File: config.mk
export PLATFORM = sky130hd
export DESIGN_NAME = dmem_arbiter
export DESIGN_NICKNAME = d
export VERILOG_FILES = /design/src/rtl/dmem_arbiter.sv
export SDC_FILE = /design/constraint.sdc
export NUM_CORES = 1
export LEC_CHECK = 0
export CAP_MARGIN = 15
export CORE_AREA = 3 3 229 231
export DETAILED_ROUTE_END_ITERATION = 8
export DIE_AREA = 0 0 232 234
export GPL_ROUTABILITY_DRIVEN = 0
export PLACE_DENSITY_LB_ADDON = 0.1
export RECOVER_POWER = 50
export SYNTH_ARGS = -nofsm -noshare
export SYNTH_HDL_FRONTEND = slang
export SYNTH_SLANG_ARGS = --single-unit
File: constraint.sdc
create_clock -name clk -period 2 [get_ports clk]
set_input_delay 0.6 -clock clk [delete_from_list [all_inputs] [get_ports clk]]
set_output_delay 0.6 -clock clk [all_outputs]
set_load 0.05 [all_outputs]
File: src/rtl/dmem_arbiter.sv
// dmem_arbiter: shares one data-memory bus between the fetch port (p0)
// and the execute-stage memory port (p1) with round-robin grants.
//
// Ports:
//   clk, rst_n            clock, synchronous active-low reset
//   pN_addr/wdata/width   request fields, captured on a strobe
//   pN_rstrobe/wstrobe    one-cycle read / write request
//   pN_rdata              read result, held until the next completion
//   pN_cycle_complete     one-cycle completion pulse
//   pN_err                set with the completion on a watchdog abort
//   mem_*                 shared bus (registered strobes and fields)
//   proto_err             one-cycle pulse when a request is dropped
module dmem_arbiter #(
    parameter int unsigned TIMEOUT_CYCLES = 256
) (
    input  logic        clk,
    input  logic        rst_n,
    input  logic [63:0] p0_addr,
    input  logic [63:0] p0_wdata,
    input  logic [1:0]  p0_width,
    input  logic        p0_rstrobe,
    input  logic        p0_wstrobe,
    output logic [63:0] p0_rdata,
    output logic        p0_cycle_complete,
    output logic        p0_err,
    input  logic [63:0] p1_addr,
    input  logic [63:0] p1_wdata,
    input  logic [1:0]  p1_width,
    input  logic        p1_rstrobe,
    input  logic        p1_wstrobe,
    output logic [63:0] p1_rdata,
    output logic        p1_cycle_complete,
    output logic        p1_err,
    output logic [63:0] mem_addr,
    output logic [63:0] mem_dout,
    output logic [1:0]  mem_width,
    output logic        mem_rstrobe,
    output logic        mem_wstrobe,
    input  logic [63:0] mem_din,
    input  logic        mem_cycle_complete,
    output logic        proto_err
);

    typedef enum logic {
        S_IDLE,
        S_WAIT
    } state_e;

    localparam logic [15:0] TMO   = 16'(TIMEOUT_CYCLES);
    localparam logic        WD_EN = (TIMEOUT_CYCLES != 0);

    logic [1:0]       rs, ws, busy, viol, acc;
    logic [1:0][63:0] in_addr, in_wdata;
    logic [1:0][1:0]  in_width;
    logic             win;

    state_e           state_q, state_d;
    logic [1:0]       pend_q, pend_d;
    logic [1:0]       wr_q, wr_d;
    logic [1:0][63:0] addr_q, addr_d;
    logic [1:0][63:0] wdata_q, wdata_d;
    logic [1:0][1:0]  width_q, width_d;
    logic             owner_q, owner_d;
    logic             last_q, last_d;
    logic [15:0]      wd_q, wd_d;
    logic [63:0]      mem_addr_q, mem_addr_d;
    logic [63:0]      mem_dout_q, mem_dout_d;
    logic [1:0]       mem_width_q, mem_width_d;
    logic             mem_rs_q, mem_rs_d;
    logic             mem_ws_q, mem_ws_d;
    logic [1:0][63:0] rdata_q, rdata_d;
    logic [1:0]       done_q, done_d;
    logic [1:0]       err_q, err_d;
    logic             perr_q, perr_d;

    assign rs       = {p1_rstrobe, p0_rstrobe};
    assign ws       = {p1_wstrobe, p0_wstrobe};
    assign in_addr  = {p1_addr, p0_addr};
    assign in_wdata = {p1_wdata, p0_wdata};
    assign in_width = {p1_width, p0_width};

    // A port stays busy from capture until its completion pulse.
    assign busy[0] = pend_q[0] | (state_q == S_WAIT && !owner_q);
    assign busy[1] = pend_q[1] | (state_q == S_WAIT && owner_q);

    assign viol = (rs | ws) & (busy | (rs & ws));
    assign acc  = (rs ^ ws) & ~busy;

    // On a tie the port that did not win last time goes first.
    assign win = (&pend_q) ? ~last_q : pend_q[1];

    always_comb begin
        state_d     = state_q;
        pend_d      = pend_q;
        wr_d        = wr_q;
        addr_d      = addr_q;
        wdata_d     = wdata_q;
        width_d     = width_q;
        owner_d     = owner_q;
        last_d      = last_q;
        wd_d        = wd_q;
        mem_addr_d  = mem_addr_q;
        mem_dout_d  = mem_dout_q;
        mem_width_d = mem_width_q;
        mem_rs_d    = 1'b0;
        mem_ws_d    = 1'b0;
        rdata_d     = rdata_q;
        done_d      = 2'b00;
        err_d       = 2'b00;
        perr_d      = |viol;

        for (int n = 0; n < 2; n++) begin
            if (acc[n]) begin
                addr_d[n]  = in_addr[n];
                wdata_d[n] = in_wdata[n];
                width_d[n] = in_width[n];
                wr_d[n]    = ws[n];
                pend_d[n]  = 1'b1;
            end
        end

        unique case (state_q)
            S_IDLE: begin
                if (|pend_q) begin
                    mem_addr_d  = addr_q[win];
                    mem_dout_d  = wdata_q[win];
                    mem_width_d = width_q[win];
                    mem_rs_d    = ~wr_q[win];
                    mem_ws_d    = wr_q[win];
                    pend_d[win] = 1'b0;
                    owner_d     = win;
                    last_d      = win;
                    wd_d        = 16'd0;
                    state_d     = S_WAIT;
                end
            end
            S_WAIT: begin
                if (mem_cycle_complete) begin
                    if (!wr_q[owner_q]) begin
                        rdata_d[owner_q] = mem_din;
                    end
                    done_d[owner_q] = 1'b1;
                    state_d         = S_IDLE;
                end else if (WD_EN && wd_q == TMO) begin
                    // The count reached TMO on the last stall edge,
                    // so the bus gets one more cycle to answer.
                    rdata_d[owner_q] = 64'd0;
                    done_d[owner_q]  = 1'b1;
                    err_d[owner_q]   = 1'b1;
                    state_d          = S_IDLE;
                end else begin
                    wd_d = wd_q + 16'd1;
                end
            end
        endcase
    end

    always_ff @(posedge clk) begin
        if (!rst_n) begin
            state_q     <= S_IDLE;
            pend_q      <= '0;
            wr_q        <= '0;
            addr_q      <= '0;
            wdata_q     <= '0;
            width_q     <= '0;
            owner_q     <= 1'b0;
            last_q      <= 1'b1;
            wd_q        <= '0;
            mem_addr_q  <= '0;
            mem_dout_q  <= '0;
            mem_width_q <= '0;
            mem_rs_q    <= 1'b0;
            mem_ws_q    <= 1'b0;
            rdata_q     <= '0;
            done_q      <= '0;
            err_q       <= '0;
            perr_q      <= 1'b0;
        end else begin
            state_q     <= state_d;
            pend_q      <= pend_d;
            wr_q        <= wr_d;
            addr_q      <= addr_d;
            wdata_q     <= wdata_d;
            width_q     <= width_d;
            owner_q     <= owner_d;
            last_q      <= last_d;
            wd_q        <= wd_d;
            mem_addr_q  <= mem_addr_d;
            mem_dout_q  <= mem_dout_d;
            mem_width_q <= mem_width_d;
            mem_rs_q    <= mem_rs_d;
            mem_ws_q    <= mem_ws_d;
            rdata_q     <= rdata_d;
            done_q      <= done_d;
            err_q       <= err_d;
            perr_q      <= perr_d;
        end
    end

    assign p0_rdata          = rdata_q[0];
    assign p1_rdata          = rdata_q[1];
    assign p0_cycle_complete = done_q[0];
    assign p1_cycle_complete = done_q[1];
    assign p0_err            = err_q[0];
    assign p1_err            = err_q[1];
    assign mem_addr          = mem_addr_q;
    assign mem_dout          = mem_dout_q;
    assign mem_width         = mem_width_q;
    assign mem_rstrobe       = mem_rs_q;
    assign mem_wstrobe       = mem_ws_q;
    assign proto_err         = perr_q;

endmodule

==> impl_summary.md, run 1 <==
Clocking
TritonCTS built the clock tree. The H-tree was split into 2 levels. The clock latency on the worst-skew pair is 610 ps. The clock drives 548 sinks. Buffers inserted during clock tree synthesis total 57. The cell at the root of the clock tree is sky130_fd_sc_hd__clkbuf_16. The clock-pin slew on the worst setup and hold paths is 60 ps. The maximum root-to-sink buffer count is 3.

Critical path
On the critical path the largest part of the delay comes from buffers and inverters. The critical path startpoint category is a register. The critical path data arrival time is 2420 ps. Traced cell by cell, the critical path runs through inv_2, ha_4, nor4b_4, a41oi_4, buf_6, a211oi_4, buf_12, buf_12, o22ai_1. Of all nets on the critical path, the largest fanout is 14. Across all register-to-register paths, the minimum setup slack is about 43 ps. In this run the critical register-to-register path is captured at p0_rdata[62]. By instance count, the cell type seen most on the critical path is sky130_fd_sc_hd__buf_12. Counting cells, the worst reg-to-reg path comes to 9.

The critical path contains buffers and inverters numbering 4 combined. The launch point of the worst reg-to-reg path is wd_q[0]. The required time reported for the critical path endpoint is 2460 ps.

The slowest stage cell on the critical path is sky130_fd_sc_hd__dfxtp_2. The critical path is of the reg -> reg type. The largest incremental delay on the critical path is 320 ps. Tracing the worst setup path back leads to its startpoint at wd_q[0]. STA classifies the critical path endpoint as a register.

Logic synthesis
After synthesis the netlist holds a flip-flop and latch count of 548. The sequential area share after synthesis is 0.538. The synthesized netlist contains 55 unique library cells.

The area of the mapped netlist is 0.0204 mm2. The number of cells produced by synthesis is approximately 2500. The most area-hungry cell type in the Yosys netlist is sky130_fd_sc_hd__dfxtp_1. For this run, the number of Yosys warnings is 0. The average size of a mapped cell is between 8 and 9 um2. In the synthesized netlist the dominant register cell turns out to be sky130_fd_sc_hd__dfxtp_1. The synthesized design contains 0 enable-type register cells. Yosys attributes the largest share of cell area to sky130_fd_sc_hd__dfxtp_1 54%, sky130_fd_sc_hd__nand2_1 18%, sky130_fd_sc_hd__a21oi_1 6.7%, sky130_fd_sc_hd__a311oi_1 5.6%, sky130_fd_sc_hd__o22ai_1 3.7%. The async set or reset register ratio after synthesis is 0.

The portion of synthesized cell area occupied by the leading cell type is 0.538. The number of nets in the synthesized netlist is 2874.

Status
The run finished with clean final reports.

Global routing
The number of antenna violations at the first check in global routing is 10. Entering global routing, the biggest net connects 92 pins. In the global route stage, overall resource usage came out at 0.247. Summed over all layers, the global routing overflow is 0. The first-pass GRT wire length is roughly 110000 um. The number of global-route vias before repair came to 18800.

Power and ir drop
The share of total power dissipated in combinational logic is 0.312. The clock network fraction of design power is 0.313. The power after layout is 0.0359 W.

The static leakage is around 11 nW. Of the total power, registers draw 0.375. Summed over all nets, the switching power comes to 0.0128 W. The worst vdd rail ir drop is ~0.75 mV. Of the total power, the share spent switching nets is 0.356. The ratio of total power to cell area is 1230 mW/mm2. The internal power of the cells is between 0.02 and 0.025 W.

Timing
The count of final hold-check violations is 0. Setup repair after global routing could not meet its margin everywhere. The clock arrives with 20.4 ps of skew.

The tightest slew margin relative to the limit is 0.681. The number of max-slew violations in the final report was 0. The portion of the clock cycle consumed by the worst path in the final layout is 0.978.

The highest achievable clock rate is roughly 500 MHz. Setup violations remaining at the end of the flow were counted as 0. After routing, the total negative slack on setup checks comes to 0 ps. For the pin with the worst max-slew slack, the measured transition is 478 ps. The worst path in the final design needs a cycle of 1960 ps, including I/O delays and setup.

Flow run
The reported max-cap violation count is 0.

Floorplanning
The y dimension of the die is approximately 230 um. The core region is 0.0503 mm2. The floorplan has 82 rows. From left edge to right edge, the die measures about 230 um.

The initial utilization of the core area, before any placement, comes to 0.406. For this design the top-level I/O count stands at 596. The die footprint is 0.0543 mm2.

Detailed routing
The via density per instance is around 5.2. The count of routing violations after the opening detailed-route iteration is 1431. The topmost layer with routed signal wires is met5. The total iterations of the first detailed-routing run is 5. The routed design has 70900 um of wire. The routed wire length per instance is 18.6 um. The routed via count is 19900. After detailed routing, the number of remaining DRC violations is 0. Wire segments on met2 add up to 33900 um in the final route.

The sum of met3 wire segment lengths after detailed routing is 5130 um. The remaining antenna violation count after routing is 0. The met1 wire length is 30000 um.

Cells and area
Measured on the finished design, the core utilization comes to 0.581. The area growth from synthesis to layout is 43.2%. The share of layout cells above drive strength 1 is 0.169. After routing the design area is slightly below 0.03 mm2. The number of nets in the final layout is about 3400. Leaving out fill and tap cells, the most frequent cells in the layout are 988 x sky130_fd_sc_hd__nand2_1, 544 x sky130_fd_sc_hd__dfxtp_1, 332 x sky130_fd_sc_hd__buf_4, 328 x sky130_fd_sc_hd__clkdlybuf4s50_1, 272 x sky130_fd_sc_hd__a21oi_1. The leading cell type in the layout, fill and taps excluded is sky130_fd_sc_hd__nand2_1.

Place
The wire-length estimate of the detail-placed layout is 49900 um. The total of buffers placed on input and output ports is 595. The placed standard-cell area is 0.0270 mm2.

Hold path
The worst hold path terminates at last_q. The worst hold path begins at rst_n. The path class of the tightest hold or removal check is in -> reg. The number of cells on the worst hold path is 2.
==> logic make-up after synthesis <==
group / after synthesis / share of synthesized area
AOI/OAI and AO/OA: 559 / 0.177
adders and majority gates: 6 / 0.00368
buffers and inverters: 228 / 0.0508
DFF: 548 / 0.538
muxes: 5 / 0.00245
and+or+nand+nor: 1191 / 0.229
==> power groups by stage <==
stage	Combinational [W]	Sequential, W	Clock [W]
2_1_floorplan	0.00400	0.0164	0
3_3_place_gp	0.0111	0.0137	0
3_5_place_dp	0.0112	0.0137	0
4_1_cts	0.0113	0.0135	0.0114
5_1_grt	0.0120	0.0136	0.0119
6_report	0.0112	0.0135	0.0112
==> layout make-up <==
| type | count | area, um2 |
|---|---|---|
| tap | 672 | 841 |
| inverter | 11 | 48.8 |
| clock buffer | 76 | 1610 |
| fill | 4564 | 21100 |
| sequential | 548 | 11000 |
| timing repair buffer | 711 | 6780 |
| multi-input combinational | 1761 | 8570 |
| antenna | 5 | 12.5 |
| clock inverter | 30 | 389 |
==> cells in the mapped netlist, drive strengths merged, types with 2 or more instances <==
cell    count
nand2     991
dfxtp     548
a21oi     273
clkbuf    164
nor2      142
a311oi    131
o22ai     128
buf        53
inv        11
nand3      11
nand4       8
nor3        7
ha          6
mux2i       5
nor4        5
a31oi       4
and3        4
nand2b      4
o21ai       4
or4         4
nor2b       3
nor4b       3
o211ai      3
a211oi      2
a311o       2
a41oi       2
and4        2
nand3b      2
o311ai      2
o31ai       2
==> registers in the layout (all words and copies together), names as in the netlist, 4 cells and up <==
| name | count |
|---|---|
| mem_addr | 64 |
| wdata_q | 128 |
| wd_q | 16 |
| width_q | 4 |
| p1_rdata | 64 |
| addr_q | 128 |
| mem_dout | 64 |
| p0_rdata | 64 |
==> worst max path at each step <==
stage / endpoint / slack (ps) / cells after the start
global placement: addr_q[33] / -400 / 8
global route: p0_rdata[42] / -40 / 9
floorplan: p1_rdata[34] / 80 / 7
CTS: p0_rdata[10] / 20 / 9
finish: p0_rdata[62] / 40 / 9
detailed placement: addr_q[19] / -430 / 8
==> through the flow <==
stage                     setup slack (ps)  hold WS, ps  cells
after floorplan                       77.0          434   2537
after global placement                -404          441   3696
after detailed placement              -429          447   3696
after CTS                             18.7          285   3805
after global routing                 -40.8          323   3814
final                                 43.5          329   3814
==> per-layer routing <==
| metal | up-vias | GRT usage |
|---|---|---|
| met5 | - | 0 |
| met4 | 10 | 0.0753 |
| met3 | 117 | 0.0555 |
| met2 | 676 | 0.410 |
| met1 | 9392 | 0.322 |
| li1 | 9687 | - |
==> repair_timing <==
item                       4_1_cts  5_1_grt
pin swaps                        2        6
setup endpoints to repair       57       89
cloned                           1        1
hold buffers                     0        0
gates resized for setup          3       23
buffers inserted                 2        3
hold endpoints to repair         0        0
(Power assumes the default switching activity.)
==> run 2, diff against run 1 <==
- MAX_ROUTING_LAYER: unset -> met4
==> impl_summary.md, run 2 (synthesis gave the netlist of run 1 again) <==
Power and ir drop
The static leakage came to 11.3 nW (about the same). The ratio of total power to cell area was 1230 mW/mm2 (about the same). The worst vdd rail ir drop is 0.748 mV (-0.31%).

The power after layout is 0.0359 W (about the same).

Critical path
The worst setup path is captured at a register. The largest incremental delay on the critical path is 320 ps (about the same). The critical path is of the reg -> reg type. The critical path startpoint category is a register. The critical path data arrival time is 2420 ps (about the same). The register-to-register setup slack was 50 ps (about the same).

In this run the critical register-to-register path is launched from wd_q[0]. The end of the worst register-to-register path is p0_rdata[62]. The critical path goes through inv_2, ha_4, nor4b_4, a41oi_4, buf_6, a211oi_4, buf_12, buf_12, o22ai_1. The required time reported for the critical path endpoint is 2460 ps (about the same). The critical path's most frequent cell is sky130_fd_sc_hd__buf_12.

The slowest stage cell on the critical path is sky130_fd_sc_hd__dfxtp_2. The top fanout value on the critical path is 14 (unchanged). The length in cells of the worst reg-to-reg path was 9 (unchanged).

Clocking
The maximum root-to-sink buffer count was 3 (unchanged). The clock latency on the worst-skew pair is 600 ps (about the same). The CTS tree is built.

The clock-pin slew on the worst setup and hold paths was 60 ps (about the same). The TritonCTS sink count is 548 (unchanged). The number of buffers added to fix hold violations after cts came to 0 (unchanged). The total clock buffers created by CTS is 57 (unchanged). The cell sitting at the root of the clock tree is a sky130_fd_sc_hd__clkbuf_16. The deepest level of the CTS H-tree was 2 (unchanged).

Hold path
The path class of the tightest hold or removal check is in -> reg. The hold path endpoint is last_q. The startpoint identified for the worst hold timing path is rst_n. The number of cells on the worst hold path is 2 (unchanged).

Timing
The final setup violation count was 0 (unchanged). The count of final hold-check violations is 0 (unchanged). The sum of negative setup slack was 0 ps (unchanged). The largest clock skew in the final design is 21.0 ps (+0.651 ps).

The portion of the clock cycle consumed by the worst path in the final layout is 0.977 (-0.00136). The tightest slew margin relative to the limit is 0.680 (-0.00131). The clock period minus final worst setup slack is 1950 ps (-2.72 ps). The number of max-slew violations in the final report is 0 (unchanged). Setup repair after global routing could not meet its margin everywhere. The highest achievable clock rate is 512 MHz (+0.14%).

The worst hold slack after final layout was 327 ps (-2.20 ps). The worst-margin pin slew is 480 ps (+1.96 ps).

Detailed routing
The via density per instance was 5.22 (+0.15%). The post-route DRC violation count is 0 (unchanged). The total wirelength of the detailed-routed design was 70800 um (about the same). The count of routing violations after the opening detailed-route iteration was 1463 (+2.2%). The total iterations of the first detailed-routing run is 5 (unchanged). The remaining antenna violation count after routing is 0 (unchanged). The routed via count is 19900 (+0.33%). The routed wire length per instance is 18.5 um (-0.26%).

Global routing
The first-pass GRT wire length was 107000 um (+0.11%). The number of global-route vias before repair is 18900 (+0.14%). The pin count of the biggest net entering global routing is 92 (unchanged). The number of antenna violations at the first check in global routing came to 12 (+2). The residual overflow from global routing is 0 (unchanged). The total global-route track usage is 0.254 (+0.00747).

Cells and area
In the layout the commonest cells are 988 x sky130_fd_sc_hd__nand2_1, 544 x sky130_fd_sc_hd__dfxtp_1, 331 x sky130_fd_sc_hd__buf_4, 328 x sky130_fd_sc_hd__clkdlybuf4s50_1, 272 x sky130_fd_sc_hd__a21oi_1. The number of standard cells in the final layout excluding fillers is 3821 (+0.18%). The number of nets in the final layout was 3426 (-0.029%). The largest registers in the layout are addr_q: 128 flops, wdata_q: 128 flops. The library cell used most frequently in the layout, excluding fill and tap cells, is sky130_fd_sc_hd__nand2_1. The area growth from synthesis to layout is 43.3% (about the same).

The share of layout cells above drive strength 1 is 0.168 (-0.000265).

Place
The total of buffers placed on input and output ports is 595 (unchanged). The total placed cells including tap cells is 3696 (unchanged). The half-perimeter wire length after detailed placement is 49900 um (unchanged).

Status
The run finished with clean final reports.

Floorplanning
The floorplan core area is 0.0503 mm2 (unchanged). The die footprint was 0.0543 mm2 (unchanged). The chip width was 232 um (unchanged). The starting density of the core is 0.406 (unchanged). The y dimension of the die came to 234 um (unchanged). The number of top-level design ports is 596 (unchanged). The count of standard-cell rows is 82 (unchanged).

Flow run
The reported max-cap violation count is 0 (unchanged).
[run 2: per-stage QoR]
stage	worst slack (ps)	instance area, um2	utilization
floorplan	77.0	20400	-
global placement	-404	27000	0.537
detailed placement	-429	27000	0.537
CTS	18.7	29100	0.578
global route	-40.9	29200	0.582
finish	46.2	29200	0.582
[run 2: how the worst max path moves through the flow]
stage / slack, ps / start / cells past startpoint / to
after floorplan: 80 / wd_q[0] / 7 / p1_rdata[34]
after global placement: -400 / p0_rstrobe / 8 / addr_q[33]
after detailed placement: -430 / p0_rstrobe / 8 / addr_q[19]
after CTS: 20 / wd_q[0] / 9 / p0_rdata[10]
after global routing: -40 / wd_q[0] / 9 / p0_rdata[42]
final: 50 / wd_q[0] / 9 / p0_rdata[62]
[run 2: layout make-up]
class	count	area, um2
antenna	13	32.5
clock inverter	30	389
fill	4560	21000
clock buffer	76	1610
sequential	548	11000
timing repair buffer	710	6770
multi-input combinational	1761	8570
tap	672	841
inverter	11	48.8
[run 2: per-layer routing]
metal	global-route usage	wire length, um	vias to the layer above
li1	-	-	9690
met1	0.324	30200	9438
met2	0.409	33800	694
met3	0.0513	4770	126
met4	0.0778	1960	0
met5	-	0	-
[run 2: timing repair]
item | CTS | global route
gates resized for setup | 3 | 23
endpoints found under the setup margin | 57 | 90
cloned | 1 | 1
pin swaps | 2 | 6
buffers inserted | 2 | 2
[run 2: power by group]
| part | switching [W] | total (W) | internal, W |
|---|---|---|---|
| registers | 0.000986 | 0.0135 | 0.0125 |
| clock network | 0.00443 | 0.0112 | 0.00680 |
| logic | 0.00738 | 0.0112 | 0.00384 |
[run 2: worst max-delay path, delay by kind of cell (launching register included)]
kind	cells	cell delay, ps
adders and majority gates	1	130
DFF	1	320
buffers and inverters	4	580
and+or+nand+nor	1	290
AOI/OAI and AO/OA	3	490
==> run 3, diff against run 2 <==
- CTS_CLUSTER_DIAMETER: unset -> 150
- REMOVE_ABC_BUFFERS: unset -> 1
==> impl_summary.md, run 3 (synthesis gave the netlist of run 1 again) <==
Timing
The sum of negative setup slack came to 0 ps (unchanged). The highest achievable clock rate came to 523 MHz (+2.2%). The portion of the clock cycle consumed by the worst path in the final layout came to 0.955 (-0.0215). The number of max-slew violations in the final report was 0 (unchanged). The count of final hold-check violations is 0 (unchanged). Setup repair after global routing left no endpoint under its margin. The worst-margin pin slew is 817 ps (+337 ps).

The largest clock skew in the final design is 17.3 ps (-3.77 ps). The tightest slew margin relative to the limit was 0.454 (-0.226). The clock period minus final worst setup slack is 1910 ps (-43.0 ps). The final setup violation count was 0 (unchanged).

Detailed routing
The post-route DRC violation count is 0 (unchanged). The via density per instance is 5.20 (-0.38%). The total iterations of the first detailed-routing run came to 5 (unchanged). The remaining antenna violation count after routing is 0 (unchanged). The routed wire length per instance is 18.8 um (+1.3%). The total wirelength of the detailed-routed design was 72700 um (+2.6%). The routed via count came to 20100 (+0.93%). The count of routing violations after the opening detailed-route iteration is 1148 (-22%).

Place
The total of buffers placed on input and output ports was 595 (unchanged). The half-perimeter wire length after detailed placement is 51800 um (+3.7%).

Floorplanning
The y dimension of the die was 234 um (unchanged). The die footprint is 0.0543 mm2 (unchanged). The starting density of the core is 0.406 (unchanged). The floorplan core area was 0.0503 mm2 (unchanged). The number of top-level design ports is 596 (unchanged). The chip width is 232 um (unchanged). The count of standard-cell rows was 82 (unchanged).

Critical path
The largest incremental delay on the critical path is 550 ps (+230 ps). The category of the worst setup path capture point is a register. The critical path startpoint category is an input pin.

The top fanout value on the critical path is 38 (+24). The buffering stage count on the worst path with inverters included is 3 (-1). The register-to-register setup slack is 100 ps (+50 ps). The launch point of the worst reg-to-reg path is wd_q[2]. The slowest stage of the critical path belongs to the cell sky130_fd_sc_hd__dlygate4sd3_1. The worst setup path is of the in -> reg kind. The cell family contributing the most delay on the critical path is buffers and inverters. The required time reported for the critical path endpoint is 2520 ps (+60 ps). The length in cells of the worst reg-to-reg path is 4 (-5). The critical path data arrival time is 2430 ps (about the same). The end of the worst register-to-register path is wd_q[13].

Walking the worst path, the cells encountered are dlygate4sd3_1, inv_1, ha_1, nand2_4, buf_6, nand2_1, a21oi_1.

Cells and area
In the layout the commonest cells are 988 x sky130_fd_sc_hd__nand2_1, 547 x sky130_fd_sc_hd__dfxtp_1, 328 x sky130_fd_sc_hd__clkdlybuf4s50_1, 294 x sky130_fd_sc_hd__buf_4, 271 x sky130_fd_sc_hd__a21oi_1. The area taken by flip-flops and latches is 0.0110 mm2 (about the same). The total area of multi-input combinational cells is 0.00847 mm2 (-1.2%). The leading cell type in the layout, fill and taps excluded is sky130_fd_sc_hd__nand2_1. The largest registers in the layout are addr_q: 128 flops, wdata_q: 128 flops. The area growth from synthesis to layout is 43.4%. The share of layout cells above drive strength 1 was 0.169 (+0.000757). The number of nets in the final layout came to 3483 (+1.7%). The number of filler cells placed in the layout is 4620 (+1.3%).

Clocking
The deepest level of the CTS H-tree came to 2 (unchanged). The number of buffers added to fix hold violations after cts is 0 (unchanged). The maximum root-to-sink buffer count is 3 (unchanged).

In this run the clock root is driven by a sky130_fd_sc_hd__clkbuf_16. The TritonCTS sink count is 548 (unchanged). The clock latency on the worst-skew pair is 600 ps (about the same).

The total clock buffers created by CTS is 57 (unchanged). TritonCTS built the clock tree. The clock-pin slew on the worst setup and hold paths is 60 ps (about the same).

Power and ir drop
The ratio of total power to cell area came to 1200 mW/mm2 (-2.0%). The worst vdd rail ir drop is 0.672 mV (-10%). The power after layout is 0.0352 W (-1.9%). The static leakage was 11.4 nW (+0.89%).

Global routing
The total global-route track usage is 0.261 (+0.00611). The number of antenna violations at the first check in global routing is 10 (-2). The residual overflow from global routing was 0 (unchanged). The number of global-route vias before repair was 19600 (+3.7%). The pin count of the biggest net entering global routing is 85 (-7.6%).

The first-pass GRT wire length was 109000 um (+2.5%).

Hold path
The number of cells on the worst hold path was 2 (unchanged). The source of the worst hold timing path is rst_n. The worst hold path terminates at last_q. The path class of the lowest-slack min-delay path is in -> reg.

Flow run
The reported max-cap violation count came to 0 (unchanged).

Status
The run finished with clean final reports.
==> run 3: routing by layer <==
layer  global-route usage  up-vias  routed length, um
met5                    -        -                  0
met4               0.0869        0               2150
met3               0.0583      117               5340
met2                0.442      645              35700
met1                0.307     9574              29500
li1                     -     9797                  -
==> run 3: worst register-to-register path, stage by stage, from the launching register on <==
cell and delay [ps]:
sky130_fd_sc_hd__dfxtp_1 470, sky130_fd_sc_hd__nand3_1 190, sky130_fd_sc_hd__or4_4 570, sky130_fd_sc_hd__or4_1 420
sky130_fd_sc_hd__a31oi_1 180
==> run 3: final cells by class <==
| class | instances | area share |
|---|---|---|
| Sequential cell | 548 | 0.375 |
| Multi-Input combinational cell | 1761 | 0.289 |
| Timing Repair Buffer | 767 | 0.241 |
| Clock buffer | 85 | 0.0586 |
| Tap cell | 672 | 0.0287 |
| Clock inverter | 15 | 0.00462 |
| Inverter | 11 | 0.00167 |
| Antenna cell | 12 | 0.00103 |
==> run 3: power by group <==
group | total [W] | switching [W] | internal (W)
clock network | 0.0105 | 0.00432 | 0.00614
logic | 0.0114 | 0.00755 | 0.00384
registers | 0.0134 | 0.000908 | 0.0125
==> run 3: repair_timing <==
action                                  4_1_cts  5_1_grt
pin swaps                                     1        2
gates resized for setup                       2        6
setup buffers                                 1        3
cloned                                        0        3
endpoints found under the setup margin       37      123
==> run 3: worst max-delay path by stage <==
| stage | startpoint | endpoint | slack (ps) | depth (start not counted) |
|---|---|---|---|---|
| 3_3_place_gp | p0_wstrobe | wdata_q[58] | -290 | 8 |
| 2_1_floorplan | pend_q[1] | mem_addr[0] | -3570 | 4 |
| 4_1_cts | wd_q[0] | p1_rdata[56] | 40 | 8 |
| 3_5_place_dp | p1_rstrobe | wdata_q[114] | -340 | 7 |
| 6_report | p1_rstrobe | addr_q[73] | 90 | 7 |
| 5_1_grt | pend_q[0] | mem_dout[8] | 10 | 6 |
==> run 3: per-stage QoR <==
stage | util | instance area (um2) | hold slack (ps) | setup slack, ps | std cells
global route | 0.582 | 29300 | 320 | 11.1 | 3869
global placement | 0.549 | 27600 | 442 | -290 | 3752
floorplan | - | 19400 | 437 | -3570 | 2320
CTS | 0.586 | 29500 | 267 | 43.2 | 3853
finish | 0.582 | 29300 | 318 | 89.2 | 3871
detailed placement | 0.549 | 27600 | 447 | -344 | 3752
